File: src/rtl/dual_clk_fifo_pkg.sv
// dual_clk_fifo_pkg: shared sizes and types for the byte FIFO.
// Provides DATA_W/ADDR_W/CNT_W/DEPTH plus data_t, ptr_t and cnt_t.
package dual_clk_fifo_pkg;
    localparam int DATA_W = 8;
    localparam int ADDR_W = 6;
    localparam int CNT_W  = 8;
    localparam int DEPTH  = 2 ** ADDR_W;
    typedef logic [DATA_W-1:0] data_t;
    typedef logic [ADDR_W-1:0] ptr_t;
    typedef logic [CNT_W-1:0]  cnt_t;
endpackage

File: src/rtl/dual_clk_fifo_ram.sv
// fifo_ram: DEPTH x DATA_W storage with sync write and registered sync read.
// Ports: clk, rst (clears only the read register), we/waddr/wdata write port,
//        re/raddr read request, rdata registered read data (holds when re=0).
module fifo_ram
    import dual_clk_fifo_pkg::*;
(
    input  logic  clk,
    input  logic  rst,
    input  logic  we,
    input  ptr_t  waddr,
    input  data_t wdata,
    input  logic  re,
    input  ptr_t  raddr,
    output data_t rdata
);
    data_t mem [DEPTH];

    // Storage is deliberately left out of reset; only the output register clears.
    always_ff @(posedge clk) begin
        if (we) mem[waddr] <= wdata;
    end

    always_ff @(posedge clk) begin
        if (rst)     rdata <= '0;
        else if (re) rdata <= mem[raddr];
    end
endmodule

File: src/rtl/dual_clk_fifo.sv
// dual_clk_fifo: byte-wide single-clock FIFO with empty/full flags and occupancy count.
// Ports: clk_w (the clock), clk_r (unused, tie to clk_w source), rst (sync, active-high),
//        buf_in/wr_en write side, rd_en/buf_out read side (data one edge after accept),
//        buf_empty/buf_full flags and fifo_counter (0..DEPTH).
module dual_clk_fifo
    import dual_clk_fifo_pkg::*;
(
    input  logic  clk_w,
    input  logic  clk_r,
    input  logic  rst,
    input  data_t buf_in,
    input  logic  wr_en,
    input  logic  rd_en,
    output data_t buf_out,
    output logic  buf_empty,
    output logic  buf_full,
    output cnt_t  fifo_counter
);
    ptr_t wr_ptr, rd_ptr;
    logic wr_acc, rd_acc;
    logic unused_clk_r;

    assign unused_clk_r = clk_r;
    assign buf_empty    = fifo_counter == '0;
    assign buf_full     = fifo_counter == cnt_t'(DEPTH);
    assign wr_acc       = wr_en & ~buf_full;
    assign rd_acc       = rd_en & ~buf_empty;

    always_ff @(posedge clk_w) begin
        if (rst) begin
            wr_ptr       <= '0;
            rd_ptr       <= '0;
            fifo_counter <= '0;
        end else begin
            if (wr_acc) wr_ptr <= wr_ptr + 1'b1;
            if (rd_acc) rd_ptr <= rd_ptr + 1'b1;
            fifo_counter <= (wr_acc & ~rd_acc) ? fifo_counter + 1'b1 :
                            (rd_acc & ~wr_acc) ? fifo_counter - 1'b1 : fifo_counter;
        end
    end

    fifo_ram u_ram (
        .clk   (clk_w),
        .rst   (rst),
        .we    (wr_acc),
        .waddr (wr_ptr),
        .wdata (buf_in),
        .re    (rd_acc),
        .raddr (rd_ptr),
        .rdata (buf_out)
    );
endmodule

File: config.mk
export PLATFORM = sky130hd
export DESIGN_NAME = dual_clk_fifo
export DESIGN_NICKNAME = d
export VERILOG_FILES = /design/src/rtl/dual_clk_fifo_pkg.sv /design/src/rtl/dual_clk_fifo_ram.sv /design/src/rtl/dual_clk_fifo.sv
export SDC_FILE = /design/constraint.sdc
export NUM_CORES = 1
export LEC_CHECK = 0
export ABC_AREA = 1
export CAP_MARGIN = 20
export CORE_MARGIN = 5
export CORE_UTILIZATION = 35
export CTS_CLUSTER_SIZE = 24
export DETAILED_ROUTE_END_ITERATION = 6
export GPL_TIMING_DRIVEN = 0
export PLACE_DENSITY = 0.51
export SLEW_MARGIN = 10
export SYNTH_ARGS = -nofsm -noshare
export SYNTH_HDL_FRONTEND = slang
export SYNTH_SLANG_ARGS = --single-unit
export TNS_END_PERCENT = 30
File: constraint.sdc
create_clock -name clk_w -period 5.8 [get_ports clk_w]
set_input_delay 1.16 -clock clk_w [delete_from_list [all_inputs] [get_ports clk_w]]
set_output_delay 1.16 -clock clk_w [all_outputs]
set_load 0.1 [all_outputs]
After elaboration in Yosys (flattened, before gate mapping)
Memories as Yosys holds them, arrays and structs flattened. A register that Yosys moved wholly into a read port is not among the register bits. Cells that the tools add are included.

Input bits: 13. Register bits after elaboration: 20. Word-level logic and storage cells: 23. RAM bits: 512. Memories: 1. Output and inout bits: 18.

Equal/unequal tests: 1. Bitwise gates (word level): 8. Multiplexer cells: 4. Reductions and logical operators: 2. Add/subtract/negate cells: 4.

Memory list: u_ram.mem (words 64, width 8, read ports 1, clocked after Yosys merged registers in 1, write ports 1, RTL line dual_clk_fifo_ram.sv:16) `data_t mem [DEPTH];`.

Operators with widths (number): $mux W8 (2); $add A6 B1 Y6 const B (2); $add A8 B1 Y8 const B (1); $eq A8 B7 Y1 const B (1); $logic_not A8 Y1 (1); $sub A8 B1 Y8 const B (1); $and A1 B1 Y1 (4); $not A1 Y1 (4); $mux W1 (2); $reduce_bool A2 Y1 (1).

Longest topological paths before layout
Gate-level depths: netlist (run 1).

Depth in word-level cells: 7. Mapped depth: 18.

By module
Synthesis (run 1) repeated with hierarchy kept, for this count alone.

Cell total of the unflattened synthesis: 1998. Area, all modules: 22509.1 µm².

Modules (own cells, without submodules): fifo_ram (area each 21235.4 µm², sequential area each 15534.9 µm², times used 1, cells an instance 1808); dual_clk_fifo (area each 1273.7 µm², sequential area each 400.4 µm², times used 1, cells an instance 190).

Least setup slack after synthesis (run 1)
Ideal clock, no wire load.

Kind: register to register. From: reg fifo_counter[0]. To: reg fifo_counter[5]. Setup time: 0.061 ns. Period minus slack after synthesis: 3.170 ns. Cell stages (with the launch flop): 16. Arrival time: 3.109 ns. Slack: 2.630 ns. Path through: dfxtp_1 > nor4_1 > nand3_1 > nand2_1 > inv_1 > buf_6 > ha_1 > inv_1 > ha_1 > nand3_1 > nand2_1 > a21oi_1 > or2_2 > nand3_1 > o211ai_1 > inv_1.

Word-level cells in the longest chain between the ends: 6. Elaborated cells on any way between the ends: 15. Those cells by class: add/sub (2); eq/ne (1); mux (2); bitwise (8); reduce/logical (2).

RTL lines: from (decl) (RTL line dual_clk_fifo.sv:17) `output cnt_t fifo_counter`; from (signal assigned) (RTL line dual_clk_fifo.sv:37) `fifo_counter <= (wr_acc & ~rd_acc) ? fifo_counter + 1'b1 :`; $eq A8 B7 Y1 * (RTL line dual_clk_fifo.sv:25) `assign buf_full = fifo_counter == cnt_t'(DEPTH);`; $not A1 Y1 * (RTL line dual_clk_fifo.sv:26) `assign wr_acc = wr_en & ~buf_full;`; $and A1 B1 Y1 * (RTL line dual_clk_fifo.sv:26); net u_ram.we (RTL line dual_clk_fifo_ram.sv:9) `input logic we,`; $not A1 Y1 (RTL line dual_clk_fifo.sv:38) `(rd_acc & ~wr_acc) ? fifo_counter - 1'b1 : fifo_counter;`; $and A1 B1 Y1 (RTL line dual_clk_fifo.sv:38); $reduce_bool A2 Y1 (no line).

The timed path passes the listed nets; every way through them passes the cells marked *. The select of a mux whose other input is x is not followed. A chain may end at the register's enable or synchronous reset.

Final worst setup path (run 1)
From: reg fifo_counter[0]. To: out buf_empty.

Word-level cells in the longest chain between the ends: 1.

RTL lines: $logic_not A8 Y1 (RTL line dual_clk_fifo.sv:24) `assign buf_empty = fifo_counter == '0;`; to (decl) (RTL line dual_clk_fifo.sv:15) `output logic buf_empty,`.

No other way between the ends.

==> key figures, run 1 <==
Timing
  • Final setup skew: 0.00951 ns
  • Relative slew margins: 0.227
  • Number of endpoints with negative hold slack in the final report: 0
  • Fin. max-slew vios: 0
  • Final Worst Setup Slack: 1.82 ns
  • Pin slew with the least headroom to its limit: 1.16 ns
  • Post-route clock period utilization: 0.686
  • Setup violation total in the final timing report: 0
  • Unrepaired setup endpoints after global routing: false
  • Crit path time final: 3.98 ns
  • Setup Total Neg Slack: 0 ns
  • Fmax achieved: 251 MHz

Yosys
  • Total number of yosys warnings: 0
  • Dominant combinational cell family by area after synthesis: simple AND/OR/NAND/NOR gates
  • Number of nets produced by synthesis: 2226
  • Syn Area/Cell: 10.4 um2
  • Number of flops mapped to enable cells by yosys: 512
  • Area fraction in and, or, nand and nor cells after synthesis: 0.215
  • Synth Area in Compound Gates: 0.0253
  • Gate count of the mapped netlist: 2203
  • Fraction of synthesized cell area taken by the top area cell type: 0.669
  • Area of the mapped netlist: 23000 um2
  • Xor and xnor fraction of the mapped netlist area: 0.00381
  • Arithmetic-cell share of the synthesized area counting full adders, half adders and majority gates: 0.00577
  • Top post-synthesis cells by area: sky130_fd_sc_hd__edfxtp_1 (67%), sky130_fd_sc_hd__nand2_1 (11%), sky130_fd_sc_hd__nand3_1 (6.3%)
  • Biggest area consumer among synthesized cells: sky130_fd_sc_hd__edfxtp_1
  • Netlist cell types: 29
  • Primary FF master, synth: sky130_fd_sc_hd__edfxtp_1
  • #FFs+latches synth: 540
  • Proportion of synthesized chip area in sequential cells: 0.693
  • Async set-or-reset flop fraction in the synthesized netlist: 0
  • Proportion of synthesized area in mux cells: 0

Worst setup path
  • Category of the critical setup timing path: flip-flop to output port
  • Required time reported for the critical path endpoint: ~4.6 ns
  • Data arrival time of the critical path: 2.82 ns
  • Critical path fanouts, max: 5
  • CP Capture Type: output port
  • Kind of start point of the critical path: flip-flop

GRT
  • Global route overflow: 0
  • Largest net degree at the start of global routing: 58
  • Total track usage: 0.195
  • Number of global-route vias before repair: 15300
  • Number of antenna violations at the first check in global routing: 0
  • First-pass GRT wire length: 102 mm

Cells and area
  • Final net count: about 2300
  • Area of the multi-input gates: between 5000 and 6000 um2
  • Signed area change from the synthesized netlist to the final layout: 14.7%
  • Post-route cell area: 26400 um2
  • Footprint of the flip-flops and latches: 15900 um2
  • Share of post-route cells with drive strength above 1: 0.0755
  • Fill cells: 6334
  • Ant diodes: 0

Drt
  • Detailed-route via count: 15900
  • Routed wire length per instance: 21.9 um
  • Via density per instance: about 5.0
  • Antenna Violating Nets Remaining: 0
  • Remaining DRCs: 0
  • Drt first-iter violations: approximately 1600
  • Total iterations of the first detailed-routing run: 6
  • WL final: 70.3 mm

Floorplanning
  • Die Width: 266 um
  • I/O pin count: 31
  • Core Region: 65400 um2
  • Starting density of the core: 0.351
  • Die area: between 70000 and 80000 um2
  • Die Height: between 200 and 300 um
  • Cell Rows: 94

CTS
  • Worst-Skew Late Latency: 0.61 ns
  • TritonCTS clock tree: built
  • Clock-pin slew on the worst setup and hold paths: 0.06 ns
  • Inserted Clock Buffers: 56
  • Count of hold buffers inserted by post-cts repair: 0
  • PostCTS Resize Cnt: 0
  • Number of clock sinks seen by CTS: 540
  • Maximum clock path buffer count: 3
  • Setup Buffers After CTS: 0
  • CTS Root Cell: sky130_fd_sc_hd__clkbuf_16
  • Maximum level of the CTS H-tree: 2

Flow run
  • Max cap viols: 0

Status
  • Outcome: finished, final reports clean

Power and ir drop
  • Largest vdd supply drop: between 0.2 and 0.25 mV
  • Power density over cell area: 400 nW/um2
  • LEAKAGE: 10.2 nW

Placed design
  • Detailed placement HPWL: between 40 and 50 mm
  • Area of placed instances: 24500 um2
  • Place WS: 1.47 ns
  • Number of port buffers: 28
  • Routability congestion estimate: 0.929

Min path
  • Hold WC Path Type: flip-flop to flip-flop
-- synth_stat cells, drive strengths merged (4+ instances only) --
library cell and number:
buf 78, nand3 289, nor2 240, xor2 9
nand2 675, ha 9, a21oi 45, inv 202
edfxtp 512, dfxtp 28, o21ai 67, clkbuf 32
nand4 4
-- cells by family after synthesis --
| group | Yosys count |
|---|---|
| AOI/OAI and AO/OA | 115 |
| xor gates and xnor gates | 10 |
| adders and majority gates | 10 |
| buffers and inverters | 314 |
| DFF | 540 |
| and+or+nand+nor | 1214 |
-- through the flow --
stage	utilization	std cells	hold slack (ns)	power [W]
2_1_floorplan	-	2203	0.493	0.00601
3_3_place_gp	0.372	3095	0.506	0.00692
3_5_place_dp	0.375	3104	0.507	0.00694
4_1_cts	0.403	3207	0.517	0.0106
5_1_grt	0.403	3207	0.557	0.0109
6_report	0.403	3207	0.519	0.0105
-- flip-flops by register name, indices dropped and copies added (netlist names) --
signal / cells
u_ram.mem: 512
fifo_counter: 8
u_ram.rdata: 8
rd_ptr: 6
wr_ptr: 6
-- cell usage in the layout, fill, tap and decap left out, drive strengths merged --
master,count
o211ai,1
nor2,240
clkbuf,98
clkdlybuf4s50,20
inv,202
clkinvlp,2
edfxtp,512
ha,9
nand4,4
or2,1
a31oi,1
fa,1
nand3,289
nor3,3
o21ai,67
buf,95
bufinv,8
a21oi,45
clkinv,29
xor2,9
dfxtp,28
xnor2,1
o21bai,1
nand2,675
nor4,2
-- final timing paths --
path | end | startpoint | cells past startpoint | slack, ns
worst max register to register | u_ram.mem[56][1]$_DFFE_PP_ | fifo_counter[0]$_SDFFE_PP0P_ | 7 | 2.36
worst min-delay path | fifo_counter[7]$_SDFFE_PP0P_ | fifo_counter[7]$_SDFFE_PP0P_ | 2 | 0.52
worst min register to register | fifo_counter[7]$_SDFFE_PP0P_ | fifo_counter[7]$_SDFFE_PP0P_ | 2 | 0.52
worst max-delay path | buf_empty | fifo_counter[0]$_SDFFE_PP0P_ | 4 | 1.82
-- power breakdown --
part | switching (W) | leakage [nW] | total [W] | internal, W
clock network | 0.00152 | 0.904 | 0.00366 | 0.00214
logic | 0.00186 | 4.49 | 0.00249 | 0.000629
registers | 0.0000556 | 4.84 | 0.00439 | 0.00433
total | 0.00344 | 10.2 | 0.0105 | 0.00710
-- per-layer routing --
metal / GRT usage / wire length [um]
met1: 0.271 / 30800
met2: 0.324 / 33400
met3: 0.0292 / 4370
met4: 0.0474 / 1660
met5: 0 / 0
-- layout make-up --
class                      count  share of cell area
timing repair buffer          37              0.0176
tap                          864              0.0410
clock inverter                37              0.0144
clock buffer                  66              0.0554
sequential                   540               0.604
multi-input combinational   1349               0.218
inverter                     204              0.0290
buffer                       110              0.0202
-- critical path, stage by stage (launching register included) --
cell,delay [ns]
sky130_fd_sc_hd__dfxtp_1,0.36
sky130_fd_sc_hd__nor4_1,0.43
sky130_fd_sc_hd__nand3_1,0.20
sky130_fd_sc_hd__inv_1,0.09
sky130_fd_sc_hd__clkdlybuf4s50_1,1.13
(Power assumes the default switching activity.)
==> inputs of run 2 (changes only) <==
Clock period 5.8 ns to 3.9 ns, I/O delays scaled along.
==> results of run 2 <==
The final DEF is identical to that of run 1. Status: finished, final reports clean.
Main changes from that run: setup slack after placement 1.47 ns -> -0.0490 ns; setup slack after layout 1.82 ns -> 0.299 ns; hold slack 0.519 ns -> 0.486 ns; register-to-register setup slack 2.36 ns -> 0.46 ns; end point of the worst hold path fifo_counter[7]$_SDFFE_PP0P_ -> u_ram.mem[54][6]$_DFFE_PP_; total power 0.0105 W -> 0.0157 W; worst IR drop on VDD 0.207 mV -> 0.308 mV
==> inputs of run 3 (changes only) <==
Settings changed: CTS_BUF_LIST from default to sky130_fd_sc_hd__clkbuf_2 sky130_fd_sc_hd__clkbuf_4 sky130_fd_sc_hd__clkbuf_8.
==> run 3 against run 2 <==
Via count increased by 1.5%. Critical path depth is the same. Global-route usage is 0.15 points higher. Clock skew is 0.023 ns higher. Largest power group unchanged.
==> key figures, run 3 (synthesized netlist as in run 1, its figures left out) <==
Status
  • Outcome: finished, final reports clean

Drt
  • Remaining DRCs: 0 (unchanged)
  • Antenna Violating Nets Remaining: 0 (unchanged)
  • Top Layer Used: met4
  • Routed length on met2: 33.5 mm (+0.20%)
  • Routed wire length per instance: 21.7 um (-1.1%)
  • WL final: 70.8 mm (+0.71%)
  • Drt first-iter violations: 1538 (-1.2%)
  • Detailed-routing wirelength on met1: 30.7 mm (-0.35%)
  • Detailed-route via count: 16200 (+1.5%)
  • Via density per instance: 4.95 (-0.39%)
  • Total iterations of the first detailed-routing run: 5 (-1)
  • Wire length on met3: 4.64 mm (+6.2%)

Floorplanning
  • Die Height: 266 um (unchanged)
  • Cell Rows: 94 (unchanged)
  • Core Region: 65400 um2 (unchanged)
  • Die Width: 266 um (unchanged)
  • Die area: 70900 um2 (unchanged)
  • Starting density of the core: 0.351 (unchanged)
  • I/O pin count: 31 (unchanged)

Timing
  • Pin slew with the least headroom to its limit: 1.12 ns (-0.0323 ns)
  • Setup Total Neg Slack: 0 ns (unchanged)
  • Final Worst Setup Slack: between 0.2 and 0.25 ns
  • Fmax achieved: 272 MHz
  • Crit path time final: 3.68 ns
  • Fin. max-slew vios: 0 (unchanged)
  • Unrepaired setup endpoints after global routing: false
  • Final setup skew: 0.0325 ns (+0.0229 ns)
  • Hold slack final: 0.416 ns
  • Post-route clock period utilization: 0.943
  • Number of endpoints with negative hold slack in the final report: 0 (unchanged)
  • Setup violation total in the final timing report: 0 (unchanged)
  • Relative slew margins: 0.249 (+0.0216)

CTS
  • Inserted Clock Buffers: 91 (+63%)
  • Clock-pin slew on the worst setup and hold paths: 0.06 ns (about the same)
  • Maximum level of the CTS H-tree: 3 (+1)
  • Worst-Skew Late Latency: 0.71 ns (+0.10 ns)
  • Maximum clock path buffer count: 3 (unchanged)
  • Number of clock sinks seen by CTS: 540 (unchanged)
  • CTS Root Cell: sky130_fd_sc_hd__clkbuf_8
  • TritonCTS clock tree: built
  • Setup Buffers After CTS: 0 (unchanged)
  • PostCTS Resize Cnt: 0 (unchanged)
  • Count of hold buffers inserted by post-cts repair: 0 (unchanged)

Flow run
  • Max cap viols: 0 (unchanged)

Placed design
  • Number of port buffers: 28 (unchanged)
  • Place WS: -0.0490 ns
  • Detailed placement HPWL: 48.4 mm (unchanged)
  • Routability congestion estimate: 0.929 (unchanged)
  • Cell Count Post-Placement: 3104 (unchanged)

GRT
  • Total track usage: 0.196 (+0.00147)
  • Number of global-route vias before repair: 15500 (+1.1%)
  • Number of antenna violations at the first check in global routing: 1 (+1)
  • Global route overflow: 0 (unchanged)
  • Largest net degree at the start of global routing: 58 (unchanged)
  • First-pass GRT wire length: 103 mm (+0.35%)

Worst setup path
  • CP Capture Type: output port
  • Critical path fanouts, max: 5 (unchanged)
  • Required time reported for the critical path endpoint: ~3.1 ns
  • Kind of start point of the critical path: flip-flop
  • Category of the critical setup timing path: flip-flop to output port
  • Reg2Reg Depth: 7 (unchanged)
  • Data arrival time of the critical path: 2.90 ns (+0.08 ns)

Min path
  • Hold WC Path Type: input port to flip-flop
  • Cell depth of the worst min-delay path: 1

Cells and area
  • Most common library cell in the layout ignoring fill and taps: sky130_fd_sc_hd__nand2_1
  • Share of post-route cells with drive strength above 1: 0.0991 (+0.0235)
  • Registers with the highest flip-flop counts: u_ram.mem x512, fifo_counter x8, u_ram.rdata x8
  • Top register by number of flip-flops: u_ram.mem
  • Fill cells: 6418 (+1.3%)
  • Most frequent cells in the layout: sky130_fd_sc_hd__nand2_1 (674), sky130_fd_sc_hd__edfxtp_1 (512), sky130_fd_sc_hd__nand3_1 (289)
  • Flip-flop count of the largest register, all copies and words added: 512 (unchanged)
  • Footprint of the flip-flops and latches: 15900 um2 (unchanged)
  • Final net count: 2356 (+1.5%)
  • Final instance count without filler cells: 3267 (+1.9%)
  • Area of the multi-input gates: 5760 um2 (unchanged)
  • Signed area change from the synthesized netlist to the final layout: 14.2%

Power and ir drop
  • Power density over cell area: between 500 and 600 nW/um2
  • Largest vdd supply drop: 0.242 mV
  • LEAKAGE: 10.2 nW (+0.11%)
run 3: worst paths after layout:
check | start | to | slack, ns
worst max register to register | fifo_counter[0]$_SDFFE_PP0P_ | u_ram.mem[56][1]$_DFFE_PP_ | 0.49
worst min-delay path | buf_in[6] | u_ram.mem[34][6]$_DFFE_PP_ | 0.42
worst min register to register | fifo_counter[7]$_SDFFE_PP0P_ | fifo_counter[7]$_SDFFE_PP0P_ | 0.52
worst max-delay path | fifo_counter[0]$_SDFFE_PP0P_ | buf_empty | 0.22
run 3: power breakdown:
group,internal (W),switching (W),total [W]
sequential,0.00644,0.0000843,0.00653
clock,0.00251,0.00231,0.00482
combinational,0.000935,0.00277,0.00370
total,0.00989,0.00516,0.0151
run 3: final cells by class:
cell class,count,share of cell area
diodes,1,0.0000954
inverters,204,0.0292
repair buffers,37,0.0176
flip-flops and latches,540,0.607
clock buffers,124,0.0574
clock inverters,38,0.00758
well taps,864,0.0412
plain buffers,110,0.0203
multi-input cells,1349,0.219
run 3: stage by stage:
step	util	cell area [um2]	power (W)
2_1_floorplan	-	23000	0.00894
3_3_place_gp	0.372	24300	0.0103
3_5_place_dp	0.375	24500	0.0103
4_1_cts	0.401	26200	0.0151
5_1_grt	0.401	26200	0.0157
6_report	0.401	26200	0.0151
run 3: worst max-delay path, cell delays in order, from the launching register on:
cell	delay [ns]
sky130_fd_sc_hd__dfxtp_1	0.36
sky130_fd_sc_hd__nor4_1	0.43
sky130_fd_sc_hd__nand3_1	0.20
sky130_fd_sc_hd__inv_1	0.09
sky130_fd_sc_hd__clkdlybuf4s50_1	1.13
run 3: layer usage:
| layer | vias up | global-route usage |
|---|---|---|
| met5 | - | 0 |
| met4 | 0 | 0.0623 |
| met3 | 117 | 0.0313 |
| met2 | 544 | 0.321 |
| met1 | 7900 | 0.270 |
| li1 | 7608 | - |
